==> config.mk <==
export PLATFORM = sky130hd
export DESIGN_NAME = axi_stream_strip_header
export DESIGN_NICKNAME = d
export VERILOG_FILES = /design/src/rtl/axi_stream_strip_header.sv
export SDC_FILE = /design/constraint.sdc
export NUM_CORES = 1
export LEC_CHECK = 0
export CORE_MARGIN = 5
export CORE_UTILIZATION = 57
export DETAILED_ROUTE_END_ITERATION = 12
export PLACE_DENSITY = 0.86
export SLEW_MARGIN = 10
export SYNTH_ARGS = -nofsm -noshare
export SYNTH_HDL_FRONTEND = slang
export SYNTH_SLANG_ARGS = --single-unit
==> constraint.sdc <==
create_clock -name clk -period 6 [get_ports clk]
set_input_delay 1.2 -clock clk [delete_from_list [all_inputs] [get_ports clk]]
set_output_delay 1.2 -clock clk [all_outputs]
set_load 0.01 [all_outputs]
==> src/rtl/axi_stream_strip_header.sv <==
// axi_stream_strip_header
//   Splits an N-byte header (N supplied per packet on the strip channel) off the
//   front of an AXI-Stream packet, delivers it LSB-aligned on the header channel,
//   and re-packs the remaining payload into MSB-first full beats.
//
// Ports
//   clk, rst_n                  clock, asynchronous active-low reset
//   valid_strip/byte_strip_cnt/ready_strip   per-packet header length N
//   valid_in/data_in/keep_in/last_in/ready_in  input stream (byte 0 in the MSBs)
//   valid_hdr/data_hdr/keep_hdr/ready_hdr      header word, last header byte in [7:0]
//   valid_out/data_out/keep_out/last_out/ready_out  re-aligned payload stream
module axi_stream_strip_header #(
    parameter int DATA_WD      = 32,
    parameter int DATA_BYTE_WD = DATA_WD / 8,
    parameter int BYTE_CNT_WD  = $clog2(DATA_BYTE_WD)
) (
    input  logic                    clk,
    input  logic                    rst_n,
    input  logic                    valid_strip,
    input  logic [BYTE_CNT_WD:0]    byte_strip_cnt,
    output logic                    ready_strip,
    input  logic                    valid_in,
    input  logic [DATA_WD-1:0]      data_in,
    input  logic [DATA_BYTE_WD-1:0] keep_in,
    input  logic                    last_in,
    output logic                    ready_in,
    output logic                    valid_hdr,
    output logic [DATA_WD-1:0]      data_hdr,
    output logic [DATA_BYTE_WD-1:0] keep_hdr,
    input  logic                    ready_hdr,
    output logic                    valid_out,
    output logic [DATA_WD-1:0]      data_out,
    output logic [DATA_BYTE_WD-1:0] keep_out,
    output logic                    last_out,
    input  logic                    ready_out
);

    localparam logic [1:0] ST_IDLE  = 2'd0;
    localparam logic [1:0] ST_FIRST = 2'd1;
    localparam logic [1:0] ST_BODY  = 2'd2;
    localparam logic [1:0] ST_FLUSH = 2'd3;

    localparam logic [BYTE_CNT_WD:0] FULL_CNT = (BYTE_CNT_WD + 1)'(DATA_BYTE_WD);

    // keep pattern with cnt ones starting at the MSB
    function automatic logic [DATA_BYTE_WD-1:0] msb_ones(input logic [BYTE_CNT_WD:0] cnt);
        logic [DATA_BYTE_WD-1:0] k;
        for (int i = 0; i < DATA_BYTE_WD; i++) begin
            k[DATA_BYTE_WD-1-i] = ((BYTE_CNT_WD + 1)'(i) < cnt);
        end
        return k;
    endfunction

    function automatic logic [BYTE_CNT_WD:0] pop_cnt(input logic [DATA_BYTE_WD-1:0] k);
        logic [BYTE_CNT_WD:0] c;
        c = '0;
        for (int i = 0; i < DATA_BYTE_WD; i++) begin
            c = c + {{BYTE_CNT_WD{1'b0}}, k[i]};
        end
        return c;
    endfunction

    // byte count -> bit shift amount
    function automatic logic [BYTE_CNT_WD+3:0] sh8(input logic [BYTE_CNT_WD:0] c);
        return {c, 3'b000};
    endfunction

    logic [1:0]              state_q, state_d;
    logic [BYTE_CNT_WD:0]    n_q, n_d;
    logic [DATA_WD-1:0]      res_data_q, res_data_d;
    logic [BYTE_CNT_WD:0]    res_cnt_q, res_cnt_d;
    logic                    valid_hdr_q, valid_hdr_d;
    logic [DATA_WD-1:0]      data_hdr_q, data_hdr_d;
    logic [DATA_BYTE_WD-1:0] keep_hdr_q, keep_hdr_d;
    logic                    valid_out_q, valid_out_d;
    logic [DATA_WD-1:0]      data_out_q, data_out_d;
    logic [DATA_BYTE_WD-1:0] keep_out_q, keep_out_d;
    logic                    last_out_q, last_out_d;
    // holds ready_strip low while reset is asserted and for the first cycle after
    logic                    active_q;

    // input data with invalid bytes forced to zero so every shift zero-fills
    logic [DATA_WD-1:0]      keep_bits;
    logic [DATA_WD-1:0]      data_in_m;

    genvar gi;
    generate
        for (gi = 0; gi < DATA_BYTE_WD; gi++) begin : g_keep_bits
            assign keep_bits[gi*8 +: 8] = {8{keep_in[gi]}};
        end
    endgenerate
    assign data_in_m = data_in & keep_bits;

    logic [BYTE_CNT_WD:0] beat_cnt;
    logic [BYTE_CNT_WD:0] take_cnt;
    logic [BYTE_CNT_WD:0] first_r;
    logic [BYTE_CNT_WD:0] body_r;
    logic [BYTE_CNT_WD:0] strip_legal;
    logic                 hdr_free;
    logic                 out_free;

    assign beat_cnt    = pop_cnt(keep_in);
    assign take_cnt    = (beat_cnt < n_q) ? beat_cnt : n_q;
    assign first_r     = (beat_cnt > n_q) ? (beat_cnt - n_q) : '0;
    assign body_r      = beat_cnt - take_cnt;
    assign strip_legal = (byte_strip_cnt == '0 || byte_strip_cnt > FULL_CNT) ? FULL_CNT
                                                                             : byte_strip_cnt;
    assign hdr_free    = !valid_hdr_q || ready_hdr;
    assign out_free    = !valid_out_q || ready_out;

    always_comb begin
        state_d     = state_q;
        n_d         = n_q;
        res_data_d  = res_data_q;
        res_cnt_d   = res_cnt_q;
        valid_hdr_d = valid_hdr_q;
        data_hdr_d  = data_hdr_q;
        keep_hdr_d  = keep_hdr_q;
        valid_out_d = valid_out_q;
        data_out_d  = data_out_q;
        keep_out_d  = keep_out_q;
        last_out_d  = last_out_q;
        ready_strip = 1'b0;
        ready_in    = 1'b0;

        // drain first; a load below refills the slot on the same edge
        if (valid_hdr_q && ready_hdr) valid_hdr_d = 1'b0;
        if (valid_out_q && ready_out) valid_out_d = 1'b0;

        case (state_q)
            ST_IDLE: begin
                ready_strip = active_q;
                if (valid_strip && active_q) begin
                    n_d     = strip_legal;
                    state_d = ST_FIRST;
                end
            end
            ST_FIRST: begin
                ready_in = hdr_free;
                if (valid_in && hdr_free) begin
                    valid_hdr_d = 1'b1;
                    data_hdr_d  = data_in_m >> sh8(FULL_CNT - n_q);
                    keep_hdr_d  = keep_in >> (FULL_CNT - n_q);
                    res_data_d  = data_in_m << sh8(n_q);
                    res_cnt_d   = first_r;
                    if (last_in) state_d = (first_r != '0) ? ST_FLUSH : ST_IDLE;
                    else         state_d = ST_BODY;
                end
            end
            ST_BODY: begin
                ready_in = out_free;
                if (valid_in && out_free) begin
                    valid_out_d = 1'b1;
                    data_out_d  = res_data_q | (data_in_m >> sh8(res_cnt_q));
                    keep_out_d  = msb_ones(res_cnt_q + take_cnt);
                    last_out_d  = last_in && (body_r == '0);
                    res_data_d  = data_in_m << sh8(take_cnt);
                    res_cnt_d   = body_r;
                    if (last_in) state_d = (body_r != '0) ? ST_FLUSH : ST_IDLE;
                end
            end
            default: begin // ST_FLUSH
                if (out_free) begin
                    valid_out_d = 1'b1;
                    data_out_d  = res_data_q;
                    keep_out_d  = msb_ones(res_cnt_q);
                    last_out_d  = 1'b1;
                    res_cnt_d   = '0;
                    state_d     = ST_IDLE;
                end
            end
        endcase
    end

    always_ff @(posedge clk or negedge rst_n) begin
        if (!rst_n) begin
            state_q     <= ST_IDLE;
            n_q         <= '0;
            res_data_q  <= '0;
            res_cnt_q   <= '0;
            valid_hdr_q <= 1'b0;
            data_hdr_q  <= '0;
            keep_hdr_q  <= '0;
            valid_out_q <= 1'b0;
            data_out_q  <= '0;
            keep_out_q  <= '0;
            last_out_q  <= 1'b0;
            active_q    <= 1'b0;
        end else begin
            state_q     <= state_d;
            n_q         <= n_d;
            res_data_q  <= res_data_d;
            res_cnt_q   <= res_cnt_d;
            valid_hdr_q <= valid_hdr_d;
            data_hdr_q  <= data_hdr_d;
            keep_hdr_q  <= keep_hdr_d;
            valid_out_q <= valid_out_d;
            data_out_q  <= data_out_d;
            keep_out_q  <= keep_out_d;
            last_out_q  <= last_out_d;
            active_q    <= 1'b1;
        end
    end

    assign valid_hdr = valid_hdr_q;
    assign data_hdr  = data_hdr_q;
    assign keep_hdr  = keep_hdr_q;
    assign valid_out = valid_out_q;
    assign data_out  = data_out_q;
    assign keep_out  = keep_out_q;
    assign last_out  = last_out_q;

endmodule

==> metrics <==
filler instances=795; largest area contributor in the netlist=dfrtp_1; latest clock arrival within the worst-skew pair=0.42 ns; TritonCTS clock tree=yes; CP Max Fanout=10; drt first pass iters=6; DR DRC count=0; Worst slew margin=0.222; core footprint=11,400 µm²; # hold bufs at CTS=0; DR WL/cell=22.4 µm; sequential element share of the synthesized area=0.442; Leak=3.62 nW; commonest cells in the netlist=148 x nand2_1, 116 x dfrtp_1, 93 x o21ai_0, 34 x a22o_1, 33 x a31oi_1; total global-route track usage=0.308; Crit. path cell count=16; post-cts sizing count=0; number of library cell types mapped by synthesis=56; Worst Hold Endpoint=data_out[4]$_DFFE_PN0P_; GR Overflow Total=0; flops & latches, synth=116; CP arrival=5.38 ns; fmax=195 MHz; Layout area overhead=28.5%; Data required, critical path=6.26 ns; dpl ws=0.526 ns; share of layout cells above drive strength 1=0.113; total CTS buffers=17; critical path cell sequence=clkdlybuf4s50_1 -> fa_1 -> ha_1 -> ha_1 -> ha_1 -> nand3b_2 -> nand2_1 -> o21ai_0 -> ha_1 -> inv_1 -> fa_1 -> xnor2_1 -> xnor2_1 -> nand3_1 -> o21ai_0 -> o21ai_0; hold path start=data_out[4]$_DFFE_PN0P_; post-CTS setup repair buffer count=0; Rows=39; delay-heaviest family, CP=adder cells; FF-to-FF End=keep_out[3]$_DFFE_PN0P_; die area=13,800 µm²; syn_area_per_cell=9.22 µm²; initial antenna violation count=0; register share of total power=0.272; number of flops mapped to enable cells by yosys=0; min Tclk post-route=5.12 ns; Worst-Margin Slew=1.16 ns; crit path capture type=flip-flop; vias=6,305; vias in the first global route=6,169; Placer Congestion=0.912; most numerous cell in the Yosys netlist=nand2_1; # port buffers=122; ys async rst share=1.00; final setup margin=0.879 ns; Internal=2.92 mW; # diodes=0; setup_tns=0 ns; Worst-path clk slew=0.05 ns; fin. max-slew vios=0; CTS Buffer Depth=2; final hold viol count=0; PD cells=576 nW/µm²; worst hold path type=flip-flop to flip-flop; R2R depth=13; Max stage delay on crit path=0.69 ns; setup violators final=0; synthesized instance count=713; WP buf/inv=2; Worst Clk Skew=0.00854 ns; Worst setup SP type=input pin; Worst VDD drop=0.000524 V; WL final=21,600 µm; clk root buf=clkbuf_16; top_reg_cell synth=dfrtp_1; Sink Count=116; area of the multi-input gates=3370 µm²; Post-DRT Antenna Nets=0; Synth top area share=0.442; Finished Layout Cells=963; period utilisation layout=0.853; initial core utilization=0.578; first-pass GRT wire length=33,900 µm; largest net degree at the start of global routing=75; switching share of power=0.401; dpl cells=933; Die Ht=117 µm; H-Tree Depth=4; synthesized cell area=6570 µm²; Via density=6.55; register area=2900 µm²; Logic pwr share=0.497; CP max-delay cell=clkdlybuf4s50_1; initial DRC count=695; Crit path top cell by count=ha_1; critical path class=input pin to flip-flop; Post-Syn Nets=777; RSZ-0062 raised after global routing=false; Max-Cap Viols=0; Sw Pwr=1.95 mW; Ports=123; WHS Path Cells=2; Die X=117 µm; clock power share=0.231; slack of the worst reg-to-reg path=2.66 ns; synth warn=0; post-DP HPWL=14,700 µm; Total Nets Final=873; status=finished, final reports clean; reg2reg start=n_q[0]$_DFFE_PN0P_; main area contributors after synthesis=dfrtp_1 44%, nand2_1 8.5%, o21ai_0 7.1%
## final cells by class
class	count	area share
well taps	143	0.0212
flip-flops and latches	116	0.344
inverters	17	0.00755
multi-input cells	526	0.399
clock inverters	10	0.0212
clock buffers	20	0.0552
repair buffers	131	0.152
## worst max path at each step
| stage | from | endpoint | slack (ns) |
|---|---|---|---|
| after detailed placement | keep_in[0] | state_q[0]$_DFFE_PN0P_ | 0.53 |
| after global routing | keep_in[0] | state_q[0]$_DFFE_PN0P_ | 0.53 |
| after floorplan | keep_in[0] | state_q[0]$_DFFE_PN0P_ | 1.59 |
| after CTS | keep_in[0] | keep_out[3]$_DFFE_PN0P_ | 0.93 |
| after global placement | keep_in[0] | state_q[0]$_DFFE_PN0P_ | 0.73 |
| final | keep_in[0] | keep_out[3]$_DFFE_PN0P_ | 0.88 |
## cells in the final DEF, fill, tap and decap left out, types with 14 or more instances in the layout
cell type / instances
nand2_1: 147
clkdlybuf4s50_1: 121
dfrtp_1: 116
o21ai_0: 93
a22o_1: 34
a31oi_1: 33
nor2_1: 30
nand3_1: 20
mux2_4: 19
a21oi_1: 18
clkbuf_16: 17
inv_1: 16
mux2_2: 15
ha_1: 14
## sequential cells by signal, summed over array words and instances, names as in the netlist
| register | count |
|---|---|
| data_hdr | 32 |
| data_out | 32 |
| res_data_q | 32 |
| keep_hdr | 4 |
| keep_out | 4 |
| n_q | 3 |
| res_cnt_q | 3 |
| state_q | 2 |
| active_q | 1 |
| last_out | 1 |
| valid_hdr | 1 |
| valid_out | 1 |
## metal layers
layer | GRT usage | share of wire | vias to the layer above
met5 | 0 | 0 | -
met4 | 0.138 | 0.037 | 0
met3 | 0.0871 | 0.10 | 70
met2 | 0.497 | 0.49 | 418
met1 | 0.385 | 0.37 | 3053
li1 | - | - | 2764
## per-stage QoR
step | hold slack [ns] | utilization | power, mW | area [µm²]
floorplan | 0.450 | - | 2.82 | 6570
global placement | 0.462 | 0.686 | 3.60 | 7800
detailed placement | 0.470 | 0.686 | 3.69 | 7800
CTS | 0.482 | 0.743 | 4.84 | 8450
global route | 0.509 | 0.743 | 5.13 | 8450
finish | 0.481 | 0.743 | 4.87 | 8450
## kinds of logic after synthesis
logic type	count (synthesis)	synth area share
AND/OR/NAND/NOR	227	0.150
multiplexers	37	0.0737
adder cells (fa/ha/maj)	18	0.0388
flip-flops	116	0.442
buffers and inverters	71	0.0459
other	1	0.000571
AO/OA/AOI/OAI	238	0.243
XOR/XNOR	5	0.00666
## tightest hold or removal path, stage by stage, from the launching register on
cell and delay, ns:
dfrtp_1 0.34, nand2_1 0.04, o21ai_0 0.06
## power by group through the flow
| stage | logic (mW) | clock network [mW] | registers, mW |
|---|---|---|---|
| 2_1_floorplan | 1.45 | 0 | 1.37 |
| 3_3_place_gp | 2.29 | 0 | 1.31 |
| 3_5_place_dp | 2.37 | 0 | 1.32 |
| 4_1_cts | 2.39 | 1.13 | 1.32 |
| 5_1_grt | 2.61 | 1.16 | 1.36 |
| 6_report | 2.42 | 1.12 | 1.33 |
Note: power is estimated with default switching activity, not from simulation.
